$ cat src/rtl/uart_rx.sv
`timescale 1ns/1ps
// uart_rx: oversampled 8N1 receiver. It feeds a one-entry holding register
// that is read through a valid/ready handshake. Framing errors and overruns
// are reported as single-cycle pulses.
module uart_rx #(
  parameter int CLKS_PER_BIT = 868,
  parameter int HALF_BIT     = CLKS_PER_BIT / 2
) (
  input  logic       clk,
  input  logic       rstn,
  input  logic       rx_pin,
  output logic       rx_valid,
  input  logic       rx_ready,
  output logic [7:0] rx_data,
  output logic       frame_err,
  output logic       overrun
);

  localparam logic [15:0] C_FULL = 16'(CLKS_PER_BIT - 1);
  localparam logic [15:0] C_HALF = 16'(HALF_BIT - 1);

  typedef enum logic [2:0] {
    S_IDLE,
    S_START,
    S_DATA,
    S_STOP,
    S_BREAK
  } state_t;

  state_t      r_state;
  state_t      w_state_nx;
  logic        r_sync1;
  logic        r_sync2;
  logic [15:0] r_bit_cnt;
  logic [2:0]  r_idx;
  logic [7:0]  r_shift;
  logic        r_dlv;
  logic        r_valid;
  logic [7:0]  r_data;
  logic        r_frame_err;
  logic        r_overrun;

  logic        w_rx_s;
  logic        w_sample;
  logic        w_shift;
  logic        w_stop_ok;
  logic        w_stop_bad;
  logic        w_accept;
  logic        w_load;
  logic        w_drop;

  assign w_rx_s    = r_sync2;
  assign w_accept  = r_valid & rx_ready;
  // A pending byte loads when the holding register is empty or is being read this cycle.
  assign w_load    = r_dlv & (~r_valid | rx_ready);
  assign w_drop    = r_dlv & r_valid & ~rx_ready;

  assign rx_valid  = r_valid;
  assign rx_data   = r_data;
  assign frame_err = r_frame_err;
  assign overrun   = r_overrun;

  // Two-flop synchronizer for the asynchronous serial line (idle high).
  always_ff @(posedge clk or negedge rstn) begin
    if (!rstn) begin
      r_sync1 <= 1'b1;
      r_sync2 <= 1'b1;
    end else begin
      r_sync1 <= rx_pin;
      r_sync2 <= r_sync1;
    end
  end

  // FSM state register.
  always_ff @(posedge clk or negedge rstn) begin
    if (!rstn) r_state <= S_IDLE;
    else       r_state <= w_state_nx;
  end

  // Next-state logic and the sample strobes for each frame phase.
  always_comb begin
    w_state_nx = r_state;
    w_sample   = 1'b0;
    w_shift    = 1'b0;
    w_stop_ok  = 1'b0;
    w_stop_bad = 1'b0;
    case (r_state)
      S_IDLE: begin
        if (!w_rx_s) w_state_nx = S_START;
      end
      S_START: begin
        // Mid-start-bit check rejects short glitches silently.
        if (r_bit_cnt == C_HALF) begin
          w_sample   = 1'b1;
          w_state_nx = w_rx_s ? S_IDLE : S_DATA;
        end
      end
      S_DATA: begin
        if (r_bit_cnt == C_FULL) begin
          w_sample = 1'b1;
          w_shift  = 1'b1;
          if (r_idx == 3'd7) w_state_nx = S_STOP;
        end
      end
      S_STOP: begin
        // Leave at mid-stop-bit so a back-to-back start edge is not missed.
        if (r_bit_cnt == C_FULL) begin
          w_sample = 1'b1;
          if (w_rx_s) begin
            w_stop_ok  = 1'b1;
            w_state_nx = S_IDLE;
          end else begin
            w_stop_bad = 1'b1;
            w_state_nx = S_BREAK;
          end
        end
      end
      S_BREAK: begin
        // A held-low line stays here so it yields one frame error only.
        if (w_rx_s) w_state_nx = S_IDLE;
      end
      default: w_state_nx = S_IDLE;
    endcase
  end

  // Bit timer: restarts on every state change and every sample.
  always_ff @(posedge clk or negedge rstn) begin
    if (!rstn) begin
      r_bit_cnt <= 16'd0;
    end else if ((w_state_nx != r_state) || w_sample || (r_state == S_IDLE)) begin
      r_bit_cnt <= 16'd0;
    end else begin
      r_bit_cnt <= r_bit_cnt + 16'd1;
    end
  end

  // Deserializer: LSB arrives first, so shift right from the MSB end.
  always_ff @(posedge clk or negedge rstn) begin
    if (!rstn) begin
      r_idx   <= 3'd0;
      r_shift <= 8'h00;
    end else if ((r_state == S_START) && (w_state_nx == S_DATA)) begin
      r_idx <= 3'd0;
    end else if (w_shift) begin
      r_shift <= {w_rx_s, r_shift[7:1]};
      r_idx   <= r_idx + 3'd1;
    end
  end

  // Holding register, handshake and status pulses.
  always_ff @(posedge clk or negedge rstn) begin
    if (!rstn) begin
      r_dlv       <= 1'b0;
      r_valid     <= 1'b0;
      r_data      <= 8'h00;
      r_frame_err <= 1'b0;
      r_overrun   <= 1'b0;
    end else begin
      r_dlv       <= w_stop_ok;
      r_frame_err <= w_stop_bad;
      r_overrun   <= w_drop;
      if (w_load) begin
        r_data  <= r_shift;
        r_valid <= 1'b1;
      end else if (w_accept) begin
        r_valid <= 1'b0;
      end
    end
  end

endmodule
$ cat config.mk
export PLATFORM = sky130hd
export DESIGN_NAME = uart_rx
export DESIGN_NICKNAME = d
export VERILOG_FILES = /design/src/rtl/uart_rx.sv
export SDC_FILE = /design/constraint.sdc
export NUM_CORES = 1
export LEC_CHECK = 0
export CAP_MARGIN = 20
export CELL_PAD_IN_SITES_DETAIL_PLACEMENT = 0
export CELL_PAD_IN_SITES_GLOBAL_PLACEMENT = 1
export CORE_MARGIN = 3
export CORE_UTILIZATION = 51
export DETAILED_ROUTE_END_ITERATION = 8
export PLACE_DENSITY = 0.89
export SLEW_MARGIN = 20
export SYNTH_ARGS = -nofsm -noshare
export SYNTH_HDL_FRONTEND = slang
export SYNTH_SLANG_ARGS = --single-unit
$ cat constraint.sdc
create_clock -name clk -period 3 [get_ports clk]
set_input_delay 0.6 -clock clk [delete_from_list [all_inputs] [get_ports clk]]
set_output_delay 0.6 -clock clk [all_outputs]
set_load 0.03 [all_outputs]
# Word-level counts from Yosys, hierarchy flattened
# Index checks and enable logic that the tools add are counted.
# totals
word_cells	62
input_bits	4
output_inout_bits	11
ff_bits	44
# op_classes
eq_ne	9
reduce_logical	8
mux	24
bitwise	8
add_sub_neg	2
# ops
operator	count
$mux W3	9
$add A16 B1 Y16 const B	1
$eq A16 B10 Y1 const B	1
$eq A16 B9 Y1 const B	1
$mux W16	1
$pmux W3 S5	1
$mux W1	11
$eq A3 B2 Y1 const B	3
$eq A3 B3 Y1 const B	2
$and A1 B1 Y1	4
$reduce_bool A2 Y1	2
$add A3 B1 Y3 const B	1
$eq A3 B1 Y1 const B	1
$logic_not A3 Y1	1
$ne A3 B3 Y1	1
$not A1 Y1	3
$logic_or A1 B1 Y1	2
$mux W2	1
$pmux W1 S2	1
$reduce_and A2 Y1	1
$reduce_or A2 Y1	1
$logic_and A1 B1 Y1	1
$or A1 B1 Y1	1

# Longest topological paths before layout
# logic_depth
depth_word	8
ltp_mapped	7
depth_no_buf	6

# Worst setup path before layout
# No wires, ideal clock.
# synth_timing
path_type	reg2reg
from	register r_bit_cnt[0]
to	register r_idx[1]
required_time_ns	2.875
arrival_ns	1.716
period_less_slack_ns	1.841
path_stages_with_launch	7
slack_ns	1.159
setup_time_ns	0.125
path_cell_list	dfrtp_1 -> ha_1 -> and4bb_1 -> nand4_4 -> nor3_4 -> buf_8 -> mux2_4
# synth_between
elab_chain_len	6
word_cells_on_any_way	12
cone_classes	eq/ne (3); mux (7); reduce/logical (2)
# synth_rtl
element	line_no	rtl
start: declaration	34	logic [15:0] r_bit_cnt;
start signal: assignment	133	r_bit_cnt <= r_bit_cnt + 16'd1;
$eq A16 B10 Y1 / $eq A16 B9 Y1 (equally long branches)	99, 107, 93	
$mux W3 (on tied branches)	107, 93, 99	
$pmux W3 S5	87	case (r_state)
$eq A3 B2 Y1	142	end else if ((r_state == S_START) && (w_state_nx == S_DATA)) begin
$logic_and A1 B1 Y1	142	
$mux W3 / $reduce_bool A2 Y1 (equally long branches)	n/a	
end signal: assignment	146	r_idx <= r_idx + 3'd1;
end: declaration	35	logic [2:0] r_idx;
# Several ways; a longest one is shown, not always the timed one.
# A chain may end at the register's enable or synchronous reset.

# Worst setup path in the final report
# layout_timing
from	register r_bit_cnt[0]
to	register r_shift[4]
# layout_between
elab_chain_len	7
word_cells_on_any_way	12
cone_classes	eq/ne (3); mux (6); bitwise (1); reduce/logical (2)
# layout_rtl
element	line_no	rtl
$eq A16 B10 Y1 / $eq A16 B9 Y1 (equally long branches)	99, 107, 93	
$mux W3 (on tied branches)	107, 93, 99	
$pmux W3 S5	87	
$eq A3 B2 Y1	142	
$logic_and A1 B1 Y1	142	
$not A1 Y1 (no source line)	n/a	
$reduce_and A2 Y1 (no source line) *	n/a	
end signal: assignment	145	r_shift <= {w_rx_s, r_shift[7:1]};
end: declaration	36	logic [7:0] r_shift;
# Mark *: on every way between the ends. The rest lies on a longest branch, timed or not.

==> out/results.ini <==
[critical_path]
critPathSlowestCell = nor3_4
path_class = register to register
worst-path-max-fanout = 11
critPathLaunchType = register
crit_chain = ha_1, and4bb_1, nand4_4, nor3_4, mux2_2
cp.arrival_ns = 2.45
critical-path-top-delay-family = simple AND/OR/NAND/NOR gates
r2r_cells = 5
crit_buf_inv = 0
worstPathRequired_ns = 3.19
rr_startpoint = r_bit_cnt[0]$_DFF_PN0_
reg2reg_to = r_shift[4]$_DFFE_PN0P_
cp-end-kind = register
slowest_delay_ns = 0.61
rrSetupSlack_ns = 0.74

[floorplan]
io_pins = 15
die_x_um = 70.1
die_h_um = 70.1
num_rows = 22
die_area_um2 = 4910
start_util = 0.552
core_area_um2 = 3800

[pwr]
ir_drop_mv = 0.219
clockPowerShare = 0.420
seq_power_share = 0.566
power_frac_comb = 0.013
cellPowerDensity_nw_per_um2 = 448
p_sw_frac = 0.199
p_sw_uw = 210
total_power_mw = 1.05
p_int_uw = 844
p_leak_nw = 1.08

[synthesis]
synth_common_cells = 42 x dfrtp_1, 14 x nor3_1, 10 x mux2_2
syn-num-nets = 176
synth.avg_cell_area_um2 = 12.5
yosysTopAreaCellShare = 0.501
synthTopCellsByArea = dfrtp_1 50%, mux2_4 6.4%, mux2_2 5.4%
synth.most_common_cell = dfrtp_1
synth_top_area_cell = dfrtp_1
yosys_warnings = 0
ys_seq_area_frac = 0.527
async_flop_share = 1.00
synth_seq_cells = 44
ys.flop_type = dfrtp_1
syn_inst = 168
synth.distinct_cells = 41
syn_area_um2 = 2100
synth_edf_count = 0

[sta]
setup_violations = 0
fmax_mhz = 442
tightest_slew_ns = 0.929
clock_skew_ns = 0.00852
worst_slack_ns = 0.737
slew_headroom = 0.381
slew_viol_final = 0
rsz0062_at_grt = false
fin_crit_sh = 0.754
setup_tns_ns = 0
hold_viol_final = 0
period_needed_ns = 2.26

[route]
met2_length_um = 1710
num_vias = 1313
wire_per_inst_um = 14.9
highest_layer = met4
vias_per_cell = 5.68
met1_length_um = 1530
drc_errors = 0
drt_iter0_drc = 89
finalWirelength_um = 3440
dr.pass1.iters = 4
ant_nets = 0
wl_met3_um = 152

[clock_tree]
clk_pin_slew_worst_paths_ns = 0.08
cts_tree = built
clock_sinks = 44
cts-htree-levels = 2
cts_hold_buf = 0
clkLatencyLatePin_ns = 0.30
post-cts-setup-buffers = 0
ctsResizeCount = 0
root_buffer = clkbuf_8
cts_buffers = 5
cts_buffer_depth = 2

[global_routing]
grt_util_all_layers = 0.159
grt_pass1_wl_um = 6200
grt_start_max_net_pins = 45
grt_pass1_vias = 1361
antenna_found_initial = 0
grt_overflow = 0

[min_path]
hold_path.startpoint = r_sync1$_DFF_PN1_
min_path_cells = 0
hold_path_end = r_sync2$_DFF_PN1_
worst_hold_path_type = register to register

[finish]
multi_input_area_um2 = 926
fin_util = 0.619
syn2layout_area_growth_pct = 12.2
fillers = 297
antenna_cells = 0
nNetsFinal = 190
final-seq-area_um2 = 1100
drive_gt1_frac = 0.213

[placed_design]
port_buffers = 14
place_ws_ns = 0.739
dpl.hpwl_um = 2350
place.gp.congestion = 0.829

[run]
cap_violations = 0

[run_status]
status = completed

[worst max-delay path by stage]
stage,slack [ns],depth (start not counted),startpoint,end
final,0.74,5,r_bit_cnt[0]$_DFF_PN0_,r_shift[4]$_DFFE_PN0P_
after global routing,0.61,5,r_bit_cnt[0]$_DFF_PN0_,r_shift[4]$_DFFE_PN0P_
after CTS,0.73,5,r_bit_cnt[0]$_DFF_PN0_,r_shift[4]$_DFFE_PN0P_
after detailed placement,0.74,5,r_bit_cnt[0]$_DFF_PN0_,r_shift[4]$_DFFE_PN0P_
after global placement,0.81,5,r_bit_cnt[0]$_DFF_PN0_,r_shift[4]$_DFFE_PN0P_
after floorplan,1.16,6,r_bit_cnt[0]$_DFF_PN0_,r_idx[1]$_DFFE_PN0P_
[registers in the layout, summed over array words and instances (netlist names)]
name       flops
r_sync2        1
r_dlv          1
rx_data        8
r_idx          3
r_state        3
overrun        1
r_sync1        1
r_shift        8
rx_valid       1
frame_err      1
r_bit_cnt     16
[routing by layer]
| metal | global-route usage | vias to the layer above |
|---|---|---|
| met5 | 0 | - |
| met4 | 0.0787 | 0 |
| met3 | 0.0317 | 5 |
| met2 | 0.261 | 32 |
| met1 | 0.198 | 643 |
| li1 | - | 633 |
[worst reg2reg max path: stages, from the launching register on]
cell,delay (ns)
dfrtp_1,0.40
ha_1,0.30
and4bb_1,0.28
nand4_4,0.16
nor3_4,0.62
mux2_2,0.41
[cells in the final DEF (no fill, tap or decap), types with 2 or more instances in the layout]
master           instances
o31a_1                   2
a211oi_1                 2
xnor2_1                  2
nor3_1                  14
a21oi_1                  2
nor4_4                   2
clkbuf_8                 5
o21ai_0                  4
mux2_4                   9
inv_1                    4
ha_1                     4
nor2_1                   5
nand2_1                  8
clkdlybuf4s50_1         13
xor2_1                   9
nand3_1                  4
or3_1                    5
dfrtp_1                 42
nand2b_1                 2
and3_1                   5
nand4_1                  7
and2_1                   2
mux2_2                  10
dfstp_2                  2
[layout make-up]
type	instances	share of cell area
clock buffer	5	0.0293
clock inverter	3	0.0181
inverter	4	0.00639
multi-input combinational	113	0.394
sequential	44	0.469
tap	48	0.0255
timing repair buffer	14	0.0575
[metrics by stage]
stage / std cells / area [um2] / hold slack (ns)
3_5_place_dp: 223 / 2240 / 0.350
2_1_floorplan: 168 / 2100 / 0.304
5_1_grt: 231 / 2350 / 0.369
3_3_place_gp: 223 / 2240 / 0.345
6_report: 231 / 2350 / 0.360
4_1_cts: 231 / 2350 / 0.361
[cells by family (layout without fill, tap and decap cells)]
kind of cell | count (synthesis) | count (layout) | share of synthesized area
flip-flops | 44 | 44 | 0.527
multiplexers | 20 | 20 | 0.123
AO/OA/AOI/OAI | 15 | 15 | 0.0508
adder cells (fa/ha/maj) | 4 | 4 | 0.0239
AND/OR/NAND/NOR | 63 | 63 | 0.198
buffers and inverters | 11 | 26 | 0.0316
XOR/XNOR | 11 | 11 | 0.0460
[power by group through the flow]
stage               combinational (mW)  sequential, mW  clock, mW
finish                          0.0140           0.597      0.443
global route                    0.0168           0.597      0.484
CTS                             0.0153           0.597      0.457
detailed placement              0.0152           0.609          0
global placement                0.0145           0.609          0
floorplan                      0.00207           0.607          0
No activity file was read; power rests on OpenSTA's default activity.
